===== config.mk =====
export PLATFORM = sky130hd
export DESIGN_NAME = seg7_scan_ctrl
export DESIGN_NICKNAME = d
export VERILOG_FILES = /design/src/rtl/seg7_scan_ctrl.sv
export SDC_FILE = /design/constraint.sdc
export NUM_CORES = 1
export LEC_CHECK = 0
export ABC_CLOCK_PERIOD_IN_PS = 3190
export BUFFER_PORTS_ARGS = -buffer_cell sky130_fd_sc_hd__buf_2
export CORE_UTILIZATION = 50
export DETAILED_ROUTE_END_ITERATION = 16
export PLACE_DENSITY = 0.72
export SLEW_MARGIN = 0
export SYNTH_ARGS = -nofsm -noshare
export SYNTH_HDL_FRONTEND = slang
export SYNTH_SLANG_ARGS = --single-unit

===== constraint.sdc =====
create_clock -name clk -period 3.19 [get_ports clk]
set_input_delay 0.319 -clock clk [delete_from_list [all_inputs] [get_ports clk]]
set_output_delay 0.319 -clock clk [all_outputs]
set_load 0.03 [all_outputs]

===== src/rtl/seg7_scan_ctrl.sv =====
// Multiplexed seven-segment scanner for up to 16 hex digits, with dead-time
// blanking, a frame-coherent input snapshot, leading-zero suppression and blink.
module seg7_scan_ctrl #(
    parameter int DIGITS       = 8,
    parameter int SCAN_DIV     = 50000,
    parameter int DEAD_CYCLES  = 2,
    parameter int BLINK_FRAMES = 64
) (
    input  logic                  clk,
    input  logic                  rst,
    input  logic [4*DIGITS-1:0]   num,
    input  logic [DIGITS-1:0]     dp,
    input  logic [DIGITS-1:0]     blink,
    input  logic                  blank_lz,
    input  logic                  en,
    output logic [DIGITS-1:0]     dig,
    output logic [7:0]            segm,
    output logic                  frame_done
);

    localparam int CW = (SCAN_DIV > 1) ? $clog2(SCAN_DIV) : 1;
    localparam int IW = (DIGITS > 1) ? $clog2(DIGITS) : 1;
    localparam int FW = (BLINK_FRAMES > 1) ? $clog2(BLINK_FRAMES) : 1;

    logic [CW-1:0]       cnt;
    logic [IW-1:0]       idx;
    logic [FW-1:0]       fcnt;
    logic                bph;
    logic [4*DIGITS-1:0] snap_num;
    logic [DIGITS-1:0]   snap_dp;
    logic [DIGITS-1:0]   snap_blink;

    logic                slot_wrap;
    logic                frame_wrap;
    logic                frame_start;
    logic                dead;
    logic                upper_zero;
    logic                lz_blank;
    logic                blink_blank;
    logic [3:0]          cur_nib;
    logic [DIGITS-1:0]   dig_nxt;
    logic [7:0]          segm_nxt;

    function automatic logic [6:0] hex_font(input logic [3:0] v);
        case (v)
            4'h0: hex_font = 7'h40;
            4'h1: hex_font = 7'h79;
            4'h2: hex_font = 7'h24;
            4'h3: hex_font = 7'h30;
            4'h4: hex_font = 7'h19;
            4'h5: hex_font = 7'h12;
            4'h6: hex_font = 7'h02;
            4'h7: hex_font = 7'h78;
            4'h8: hex_font = 7'h00;
            4'h9: hex_font = 7'h18;
            4'hA: hex_font = 7'h08;
            4'hB: hex_font = 7'h03;
            4'hC: hex_font = 7'h46;
            4'hD: hex_font = 7'h21;
            4'hE: hex_font = 7'h06;
            default: hex_font = 7'h0E;
        endcase
    endfunction

    assign slot_wrap   = (cnt == CW'(SCAN_DIV - 1));
    assign frame_wrap  = slot_wrap && (idx == IW'(DIGITS - 1));
    assign frame_start = (cnt == '0) && (idx == '0);
    assign dead        = (cnt < CW'(DEAD_CYCLES));
    assign cur_nib     = snap_num[{idx, 2'b00} +: 4];

    always_ff @(posedge clk) begin
        if (rst) begin
            cnt <= '0;
            idx <= '0;
        end else if (slot_wrap) begin
            cnt <= '0;
            idx <= frame_wrap ? '0 : idx + IW'(1);
        end else begin
            cnt <= cnt + CW'(1);
        end
    end

    always_ff @(posedge clk) begin
        if (rst) begin
            fcnt <= '0;
            bph  <= 1'b0;
        end else if (frame_wrap) begin
            if (fcnt == FW'(BLINK_FRAMES - 1)) begin
                fcnt <= '0;
                bph  <= ~bph;
            end else begin
                fcnt <= fcnt + FW'(1);
            end
        end
    end

    // Loaded in the first (always dark) cycle of a frame so every digit of the frame sees one value.
    always_ff @(posedge clk) begin
        if (rst) begin
            snap_num   <= '0;
            snap_dp    <= '0;
            snap_blink <= '0;
        end else if (frame_start) begin
            snap_num   <= num;
            snap_dp    <= dp;
            snap_blink <= blink;
        end
    end

    always_comb begin
        upper_zero = 1'b1;
        for (int i = 0; i < DIGITS; i++) begin
            if (i >= int'(idx) && snap_num[4*i +: 4] != 4'h0) upper_zero = 1'b0;
        end
    end

    assign lz_blank    = blank_lz && (idx != '0) && upper_zero;
    assign blink_blank = bph && snap_blink[idx];

    always_comb begin
        dig_nxt  = '1;
        segm_nxt = 8'hFF;
        if (en && !dead) begin
            dig_nxt = ~(DIGITS'(1) << idx);
            if (!(lz_blank || blink_blank)) segm_nxt = {~snap_dp[idx], hex_font(cur_nib)};
        end
    end

    // frame_done is registered from the wrap, so it is high exactly while state is (0,0)
    // after a real wrap; the (0,0) state left by reset never produces a pulse.
    always_ff @(posedge clk) begin
        if (rst) begin
            dig        <= '1;
            segm       <= 8'hFF;
            frame_done <= 1'b0;
        end else begin
            dig        <= dig_nxt;
            segm       <= segm_nxt;
            frame_done <= frame_wrap;
        end
    end

endmodule


# Yosys cells after proc, flatten, opt, wreduce, memory -nomap -nowiden
# Memories as Yosys holds them, arrays and structs flattened. A register that Yosys moved wholly into a read port is not among the register bits.
# Cells that the tools add are included.
# classes
n_shift	2
n_reduce_logical	30
eq_ne	3
n_mux	14
order_cmp	9
n_addsub	3
bitwise	4
# ops
op	n
$reduce_bool 4->1	8
$shiftx 32x6->4	1
$add 16x1->16 const B	1
$eq 16x16->1 const B	1
$logic_not 16->1	1
$lt 16x2->1 const B	1
$logic_and 1x1->1	13
$mux 1	10
$ge 3x3->1 const A	3
$not 8->8	1
$shl 1x3->8 const A	1
$add 6x1->6 const B	1
$bmux 1 s3	2
$eq 6x6->1 const B	1
$ge 1x3->1 const A	2
$ge 2x3->1 const A	2
$mux 6	1
$lt 3x4->1 const B	1
$reduce_or 2->1	2
$add 3x1->3 const B	1
$eq 3x3->1 const B	1
$logic_not 3->1	1
$mux 3	1
$not 1->1	3
5 further kinds	5
# word_totals
word_cells	76
output_inout_bits	17
mem_count	1
input_bits	52
ff_bits	91
mem_bits_ro	112
# memory_table
name	depth	width	rd	rd_clocked_by_memory_dff	wr	line	rtl
(no name shown)	16	7	1	1	0	45	case (v)

# Logic depth before layout (Yosys ltp)
# Gate-level depths: netlist of the first run.
# depth
depth_word	13
mapped_depth	10
mapped_depth_nobuf	8

# Least setup slack after synthesis of the first run
# OpenSTA, ideal clock, no wires.
# synth_path
path_kind	register to register
start	register idx[0]
end	register segm[3]
stages_incl_launch_ff	10
setup_time_ns	0.126
n_path_buf	2
synth_period_minus_slack_ns	2.425
t_required_ns	3.064
path_slack_ns	0.765
arrival_time_ns	2.299
path_cell_list	dfxtp_1 > buf_6 > buf_2 > mux4_2 > mux2i_1 > inv_1 > ha_1 > a211oi_1 > a31o_1 > o21ai_1
# synth_via
elab_chain_cells	13
word_cells_on_any_way	31
classes_between	7 x order compare; 1 x shift; 10 x mux; 13 x reduce/logical
# synth_rtl
element	line	rtl
start, declared	26	logic [IW-1:0] idx;
start signal, assigned	77	idx <= frame_wrap ? '0 : idx + IW'(1);
$ge 1x3->1	113	if (i >= int'(idx) && snap_num[4*i +: 4] != 4'h0) upper_zero = 1'b0;
$logic_and 1x1->1	113	
$mux 1 (8 in series)	113	
$logic_and 1x1->1	117	assign lz_blank = blank_lz && (idx != '0) && upper_zero;
$logic_or 1x1->1	125	if (!(lz_blank || blink_blank)) segm_nxt = {~snap_dp[idx], hex_font(cur_nib)};
$reduce_or 3->1 (no line)	--	
end, declared	17	output logic [7:0] segm,
# Several ways; a longest one is shown, not always the timed one. The select of a mux whose other input is x is not followed.
# A chain may end at the register's enable or synchronous reset.

# Worst setup path after layout of the first run
# layout_path
start	register idx[1]
end	register segm[3]
# The elaborated chain is that of the path after synthesis.

==> results of run 1 <==
[per-stage QoR]
step | hold slack (ns) | std cells | setup slack (ns) | util (%) | cell area (um^2)
4_1_cts | 0.181 | 599 | 0.747 | 60.2 | 4720
3_3_place_gp | 0.469 | 583 | 0.900 | 57.9 | 4540
5_1_grt | 0.176 | 599 | 0.524 | 60.2 | 4720
6_report | 0.186 | 599 | 0.727 | 60.2 | 4720
2_1_floorplan | 0.453 | 424 | 0.765 | - | 4130
3_5_place_dp | 0.483 | 583 | 0.758 | 57.9 | 4540
[per-layer routing]
layer	wire, um	vias up
li1	-	1617
met1	3710	1532
met2	4400	60
met3	357	10
met4	115	0
met5	0	-
[cell families (layout without fill, tap and decap cells)]
group	Yosys count	count (layout)	synth area share (%)
buf+inv	33	106	3.97
fa+ha+maj	14	14	4.25
compound gates	33	33	5.31
simple gates	169	169	18.7
xor+xnor	15	15	3.18
mux	69	69	20.5
flops	91	91	44.2
[worst max-delay path: stages (launching register included)]
cell,delay [ns]
sky130_fd_sc_hd__dfxtp_1,0.73
sky130_fd_sc_hd__mux4_2,0.40
sky130_fd_sc_hd__mux2i_1,0.40
sky130_fd_sc_hd__inv_1,0.12
sky130_fd_sc_hd__ha_1,0.27
sky130_fd_sc_hd__a211oi_1,0.23
sky130_fd_sc_hd__a31o_1,0.13
sky130_fd_sc_hd__o21ai_1,0.05
[registers in the layout, indices dropped and copies added, names as in the netlist]
name	count
snap_num	32
cnt	16
dig	8
segm	8
snap_blink	8
snap_dp	8
fcnt	6
idx	3
bph	1
frame_done	1
[cells in the final DEF (no fill, tap or decap), types with 2 or more instances in the layout]
cell	instances
sky130_fd_sc_hd__inv_1	14
sky130_fd_sc_hd__o21ai_0	6
sky130_fd_sc_hd__or3_1	7
sky130_fd_sc_hd__clkinvlp_4	3
sky130_fd_sc_hd__ha_1	14
sky130_fd_sc_hd__o31ai_1	2
sky130_fd_sc_hd__nor4_1	10
sky130_fd_sc_hd__buf_4	7
sky130_fd_sc_hd__mux4_2	9
sky130_fd_sc_hd__buf_2	68
sky130_fd_sc_hd__dfxtp_1	91
sky130_fd_sc_hd__clkbuf_8	9
sky130_fd_sc_hd__o21a_1	2
sky130_fd_sc_hd__mux2i_1	56
sky130_fd_sc_hd__a211oi_1	2
sky130_fd_sc_hd__a21oi_1	9
sky130_fd_sc_hd__nor2_1	78
sky130_fd_sc_hd__nand2_1	29
sky130_fd_sc_hd__nand4_1	5
sky130_fd_sc_hd__and2_1	4
sky130_fd_sc_hd__and3_1	5
sky130_fd_sc_hd__mux4_1	2
sky130_fd_sc_hd__nor3_1	8
sky130_fd_sc_hd__xnor2_1	11
sky130_fd_sc_hd__clkinv_4	2
sky130_fd_sc_hd__xor2_1	4
sky130_fd_sc_hd__o211ai_1	2
sky130_fd_sc_hd__o21ai_1	2
sky130_fd_sc_hd__nand3_1	17
[area by class of cell]
| class | instances | area share [%] |
|---|---|---|
| Multi-Input combinational cell | 300 | 45.4 |
| Tap cell | 102 | 2.70 |
| Clock inverter | 7 | 1.14 |
| Timing Repair Buffer | 75 | 8.32 |
| Inverter | 15 | 1.19 |
| Sequential cell | 91 | 38.6 |
| Clock buffer | 9 | 2.62 |
[power by group]
part           leakage [nW]  switching [mW]  internal, mW
Combinational          1.19           0.178         0.170
Clock                0.0818           0.421         0.287
Sequential            0.744          0.0523          1.20
Total                  2.01           0.652          1.66
[worst min path at each step]
| stage | startpoint | end |
|---|---|---|
| floorplan | cnt[0]$_SDFF_PP0_ | cnt[0]$_SDFF_PP0_ |
| detailed placement | snap_dp[7]$_SDFFE_PP0P_ | snap_dp[7]$_SDFFE_PP0P_ |
| global placement | snap_dp[0]$_SDFFE_PP0P_ | snap_dp[0]$_SDFFE_PP0P_ |
| finish | num[6] | snap_num[6]$_SDFFE_PP0P_ |
| CTS | num[6] | snap_num[6]$_SDFFE_PP0P_ |
| global route | num[5] | snap_num[5]$_SDFFE_PP0P_ |
==> run_results.csv, run 1 <==
group,metric,value,unit
grt,grt_antenna_before_repair,0,
yosys,ys_top_cells_by_area,"sky130_fd_sc_hd__dfxtp_1 (44%), sky130_fd_sc_hd__mux2i_1 (14%), sky130_fd_sc_hd__nor2_1 (7.1%)",
sta,timing_max_transition_violations_final,0,
critical_path,critical_path.endpoint,"segm[3]$_SDFF_PP1_",
yosys,asyncSetResetFlopFracSynth,0,%
yosys,syn-num-nets,490,
hold_path,holdPathStages,3,
cts,cts.repair.resized,0,
run,cap_violations,0,
drt,drcViolationCount,0,
drt,first_pass_iters,4,
drt,detail_route.wl_per_cell,14.3,um
cts,clk_transition_reported_paths,0.09,ns
power,ir_drop,0.346,mV
yosys,post-synth-top-count-cell,"sky130_fd_sc_hd__dfxtp_1",
cells_and_area,multiInputGateArea,2150,um^2
yosys,netlist.area_leader.share,44.2,%
critical_path,timing.critical_path.from,"idx[1]$_SDFFE_PP0P_",
cts,clk-insertion-delay-late,0.36,ns
grt,grt_pass1_vias,3080,
critical_path,timing.critical_path.fanout_max,17,
sta,max_slew.worst_pin.slew,0.631,ns
placed_design,numPortBuffers,68,
critical_path,required_time_reported_for_the_critical_path_endpoint,3.43,ns
grt,grt_pass1_wl,14000,um
yosys,synth-edff-count,0,
cells_and_area,layout-drive-gt1-share,21.5,%
grt,globalRoute.totalOverflow,0,
cts,cts_hold_buffers,0,
placed_design,post-dp-hpwl,6310,um
critical_path,reg2reg_to,"segm[3]$_SDFF_PP1_",
cts,clock_tree_from_tritoncts,"yes",
floorplanning,die_x,92.8,um
cells_and_area,area.growth.synth_to_final,14.5,%
cts,tritoncts_num_sinks,91,
yosys,syn_inst,424,
floorplanning,die_area,8620,um^2
grt,grt_use_met3,5.99,%
placed_design,gp_routability_congestion,0.812,
cts,clk_path_buf_depth,2,
yosys,ys_dominant_reg_cell,"sky130_fd_sc_hd__dfxtp_1",
power,power_density,489,nW/um^2
critical_path,timing.critical_path.from_type,"flop",
critical_path,timing.rr.start,"idx[1]$_SDFFE_PP0P_",
run_status,outcome,"finished clean",
drt,dr.first_iter.drc_count,100,
yosys,yosys_register_bits,91,
cts,clock_root_buffer,"sky130_fd_sc_hd__clkbuf_8",
sta,setup_total_negative_slack,0,ns
grt,total_routing_resource_utilization_after_global_routing,20.7,%
floorplanning,core-area,7850,um^2
drt,postRouteAntennaNets,0,
cts,cts-htree-levels,3,
yosys,mappedNetlistArea,4130,um^2
floorplanning,initial_utilization,52.6,%
yosys,yosysWarningCount,0,
cells_and_area,fill_cells,708,
sta,headroom_to_the_max_slew_limit,57.9,%
drt,viasPerCell,5.37,
grt,grt_start_max_net_pins,62,
grt,grtUsageMet1,23.9,%
yosys,synth.distinct_cells,45,
sta,final.period_utilization,77.2,%
grt,grt_peak_use_layer,"met2",
power,leakage,2.01,nW
hold_path,hold_path_class,"in -> reg",
cells_and_area,number_of_antenna_cells_inserted,0,
grt,met2_usage,36.6,%
yosys,synth_sequential_area_ratio,44.2,%
critical_path,critical_path_arrival,2.70,ns
cts,post_cts_setup_buffer_count,0,
cells_and_area,sequential_cell_area,1820,um^2
sta,report.final.hold_viol_count,0,
power,totalPowerFinal,2.31,mW
yosys,postSynthAreaPerCell,9.73,um^2
sta,clock-skew-final,0.00667,ns
sta,max_freq,406,MHz
critical_path,end_kind,"flop",
drt,total_wire_length,8580,um
cells_and_area,design.final.nets,558,
critical_path,r2r.worst_path.cells,7,
sta,rsz_0062_raised_after_global_routing,"false",
floorplanning,dieHeight,92.8,um
drt,vias,3219,
cts,tritoncts.num_buffers,9,
sta,final-setup-viol-count,0,
critical_path,setup.worst_path.class,"reg -> reg",
sta,final.min_clock_period,2.46,ns
yosys,yosys-top-cells-count,"sky130_fd_sc_hd__dfxtp_1 (91), sky130_fd_sc_hd__nor2_1 (78), sky130_fd_sc_hd__mux2i_1 (56)",
floorplanning,floorplan.rows,32,
floorplanning,total_i_o_pin_count,69,
yosys,post-synth-top-area-cell,"sky130_fd_sc_hd__dfxtp_1",
critical_path,rrSetupSlack,0.73,ns
No activity file was read; power rests on OpenSTA's default activity.
==> inputs of run 2 (changes only) <==
ABC_AREA = 1   (was not set)
ABC_CLOCK_PERIOD_IN_PS = 2400   (was 3190)
PLACE_DENSITY = 0.71   (was 0.72)
clock period = 2.4 ns   (was 3.19 ns; I/O delays follow)
==> run 2 against run 1 <==
Against the previous run:
- sequential cell count stayed put
- critical endpoint unchanged
- fmax is 18% higher
- largest power group unchanged
- highest routed layer unchanged
- synthesized cell count is 52% higher
==> run_results.csv, run 2 <==
group,metric,value,unit
critical_path,timing.critical_path.mode_cell,"sky130_fd_sc_hd__nand2_1",
grt,grt_start_max_net_pins,48,
cells_and_area,area.growth.synth_to_final,12.8,%
cells_and_area,fill_cells,898,
yosys,yosys-top-cells-count,"sky130_fd_sc_hd__nand2_1 (149), sky130_fd_sc_hd__nor2_1 (101), sky130_fd_sc_hd__dfxtp_1 (91)",
critical_path,r2r.worst_path.cells,11,
cts,clk-insertion-delay-late,0.35,ns
placed_design,post-dp-hpwl,7920,um
sta,final.period_utilization,87.3,%
sta,report.final.hold_viol_count,0,
drt,postRouteAntennaNets,0,
cts,cts_hold_buffers,0,
sta,max_slew.worst_pin.slew,0.743,ns
cts,clock_root_buffer,"sky130_fd_sc_hd__clkbuf_8",
cts,clock_tree_from_tritoncts,"yes",
power,ir_drop,0.393,mV
cells_and_area,final_common_cell,"sky130_fd_sc_hd__nand2_1",
critical_path,rrSetupSlack,0.30,ns
cells_and_area,largest_register_ff_count,32,
yosys,mappedNetlistArea,4810,um^2
floorplanning,total_i_o_pin_count,69,
sta,final.min_clock_period,2.10,ns
cells_and_area,number_of_antenna_cells_inserted,0,
sta,max_freq,477,MHz
drt,vias,4189,
yosys,ys_dominant_reg_cell,"sky130_fd_sc_hd__dfxtp_1",
grt,grt_pass1_vias,3919,
yosys,syn_inst,643,
grt,grt_pass1_wl,17800,um
cts,post_cts_setup_buffer_count,0,
sta,final-setup-viol-count,0,
cts,tritoncts_num_sinks,91,
yosys,post-synth-top-count-cell,"sky130_fd_sc_hd__nand2_1",
critical_path,path_cells,"inv_4, nor2_2, nand3_1, nand2_1, nor2_2, ha_1, inv_1, nand2_1, nand2_1, nand2_1, nand3_1",
floorplanning,die_x,100,um
critical_path,crit_slowest_cell,"sky130_fd_sc_hd__dfxtp_1",
drt,dr.first_iter.drc_count,187,
hold_path,min_to,"snap_dp[7]$_SDFFE_PP0P_",
yosys,postSynthAreaPerCell,7.49,um^2
yosys,synth_sequential_area_ratio,37.8,%
placed_design,numPortBuffers,68,
floorplanning,dieHeight,100,um
yosys,yosys_register_bits,91,
sta,timing_max_transition_violations_final,0,
critical_path,timing.critical_path.fanout_max,9,
yosys,ys_top_cells_by_area,"sky130_fd_sc_hd__dfxtp_1 (38%), sky130_fd_sc_hd__nand2_1 (12%), sky130_fd_sc_hd__a211oi_2 (11%)",
critical_path,required_time_reported_for_the_critical_path_endpoint,2.62,ns
floorplanning,die_area,10000,um^2
yosys,asyncSetResetFlopFracSynth,0,%
cts,cts.repair.resized,0,
floorplanning,initial_utilization,51.9,%
critical_path,critical_path_arrival,2.32,ns
critical_path,setup.worst_path.class,"reg -> reg",
sta,rsz_0062_raised_after_global_routing,"false",
yosys,syn-num-nets,709,
critical_path,end_kind,"flop",
placed_design,placed_cells_incl_taps,823,
critical_path,critPathMaxStageDelay,0.62,ns
yosys,netlist.area_leader.share,37.8,%
sta,holdWs,0.113,ns
critical_path,timing.rr.start,"idx[2]$_SDFFE_PP0P_",
yosys,synth-edff-count,0,
cells_and_area,design.final.nets,771,
hold_path,holdPathStages,3,
cells_and_area,registers_with_the_most_flip_flops,"snap_num (32), cnt (16)",
sta,headroom_to_the_max_slew_limit,50.4,%
drt,drcViolationCount,0,
floorplanning,core-area,9280,um^2
run,cap_violations,0,
cts,cts-htree-levels,3,
placed_design,gp_routability_congestion,0.828,
sta,final_critical_path_setup_slack,0.305,ns
critical_path,reg2reg_to,"segm[3]$_SDFF_PP1_",
sta,setup_total_negative_slack,0,ns
cells_and_area,layout-drive-gt1-share,23.4,%
yosys,post-synth-top-area-cell,"sky130_fd_sc_hd__dfxtp_1",
drt,viasPerCell,5.00,
drt,first_pass_iters,7,
grt,grt_antenna_before_repair,0,
power,power_density,635,nW/um^2
cells_and_area,final_cell_mix,"sky130_fd_sc_hd__nand2_1 (149), sky130_fd_sc_hd__nor2_1 (101), sky130_fd_sc_hd__dfxtp_1 (91)",
hold_path,hold_path_class,"in -> reg",
run_status,outcome,"finished clean",
yosys,yosysWarningCount,0,
floorplanning,floorplan.rows,35,
critical_path,timing.critical_path.from_type,"flop",
cells_and_area,top_register,"snap_num",
cts,clk_path_buf_depth,2,
power,leakage,2.42,nW
drt,detail_route.wl_per_cell,12.7,um
cells_and_area,fin_util,58.5,%
cts,tritoncts.num_buffers,9,
grt,globalRoute.totalOverflow,0,
cells_and_area,fin_cells,838,
yosys,synth.distinct_cells,39,
hold_path,min_delay_src,"dp[7]",
placed_design,place_ws,0.307,ns
cts,clk_transition_reported_paths,0.08,ns
drt,total_wire_length,10600,um
sta,clock-skew-final,0.0145,ns
grt,total_routing_resource_utilization_after_global_routing,22.0,%
==> run 2: worst max-delay path, delay by kind of cell, from the launching register on <==
family / cells / cell delay, ns
adders and majority gates: 1 / 0.32
buffers and inverters: 2 / 0.17
DFF: 1 / 0.62
and+or+nand+nor: 8 / 0.86
==> run 2: worst max path at each step <==
stage	from	to	slack (ns)	cells after the start
after floorplan	idx[0]$_SDFFE_PP0P_	segm[0]$_SDFF_PP1_	0.68	12
after global placement	idx[2]$_SDFFE_PP0P_	segm[3]$_SDFF_PP1_	0.39	11
after detailed placement	idx[2]$_SDFFE_PP0P_	segm[3]$_SDFF_PP1_	0.31	10
after CTS	idx[2]$_SDFFE_PP0P_	segm[3]$_SDFF_PP1_	0.30	10
after global routing	idx[2]$_SDFFE_PP0P_	segm[3]$_SDFF_PP1_	0.11	10
final	idx[2]$_SDFFE_PP0P_	segm[3]$_SDFF_PP1_	0.30	11
==> run 2: metal layers <==
metal  up-vias  track usage [%]  routed length (um)
met5         -                0                   0
met4         0             4.35                  78
met3         8             3.48                 392
met2        84             39.5                5230
met1      1919             27.9                4920
li1       2178                -                   -
==> run 2: through the flow <==
stage	power, mW	area, um^2
2_1_floorplan	2.21	4810
3_3_place_gp	2.33	5220
3_5_place_dp	2.35	5220
4_1_cts	3.47	5430
5_1_grt	3.63	5430
6_report	3.45	5430
==> run 2: report_power, final <==
part | internal (mW) | switching, mW | total (mW)
Sequential | 1.62 | 0.0494 | 1.67
Combinational | 0.238 | 0.408 | 0.646
Clock | 0.610 | 0.523 | 1.13
Total | 2.47 | 0.980 | 3.45
==> run 2: cell type report <==
class / count / area, um^2 / area share (%)
Clock buffer: 11 / 141 / 2.60
Clock inverter: 4 / 75.1 / 1.38
Inverter: 83 / 314 / 5.78
Multi-Input combinational cell: 444 / 2500 / 46.1
Sequential cell: 91 / 1820 / 33.5
Tap cell: 129 / 161 / 2.97
Timing Repair Buffer: 76 / 413 / 7.60
==> run 2: cell families (layout without fill, tap and decap cells) <==
family,after synthesis,after routing,synth area share [%]
AO/OA/AOI/OAI,77,77,15.1
flip-flops,91,91,37.8
adder cells (fa/ha/maj),14,14,3.64
buffers and inverters,108,174,10.1
XOR/XNOR,3,3,0.546
AND/OR/NAND/NOR,350,350,32.8
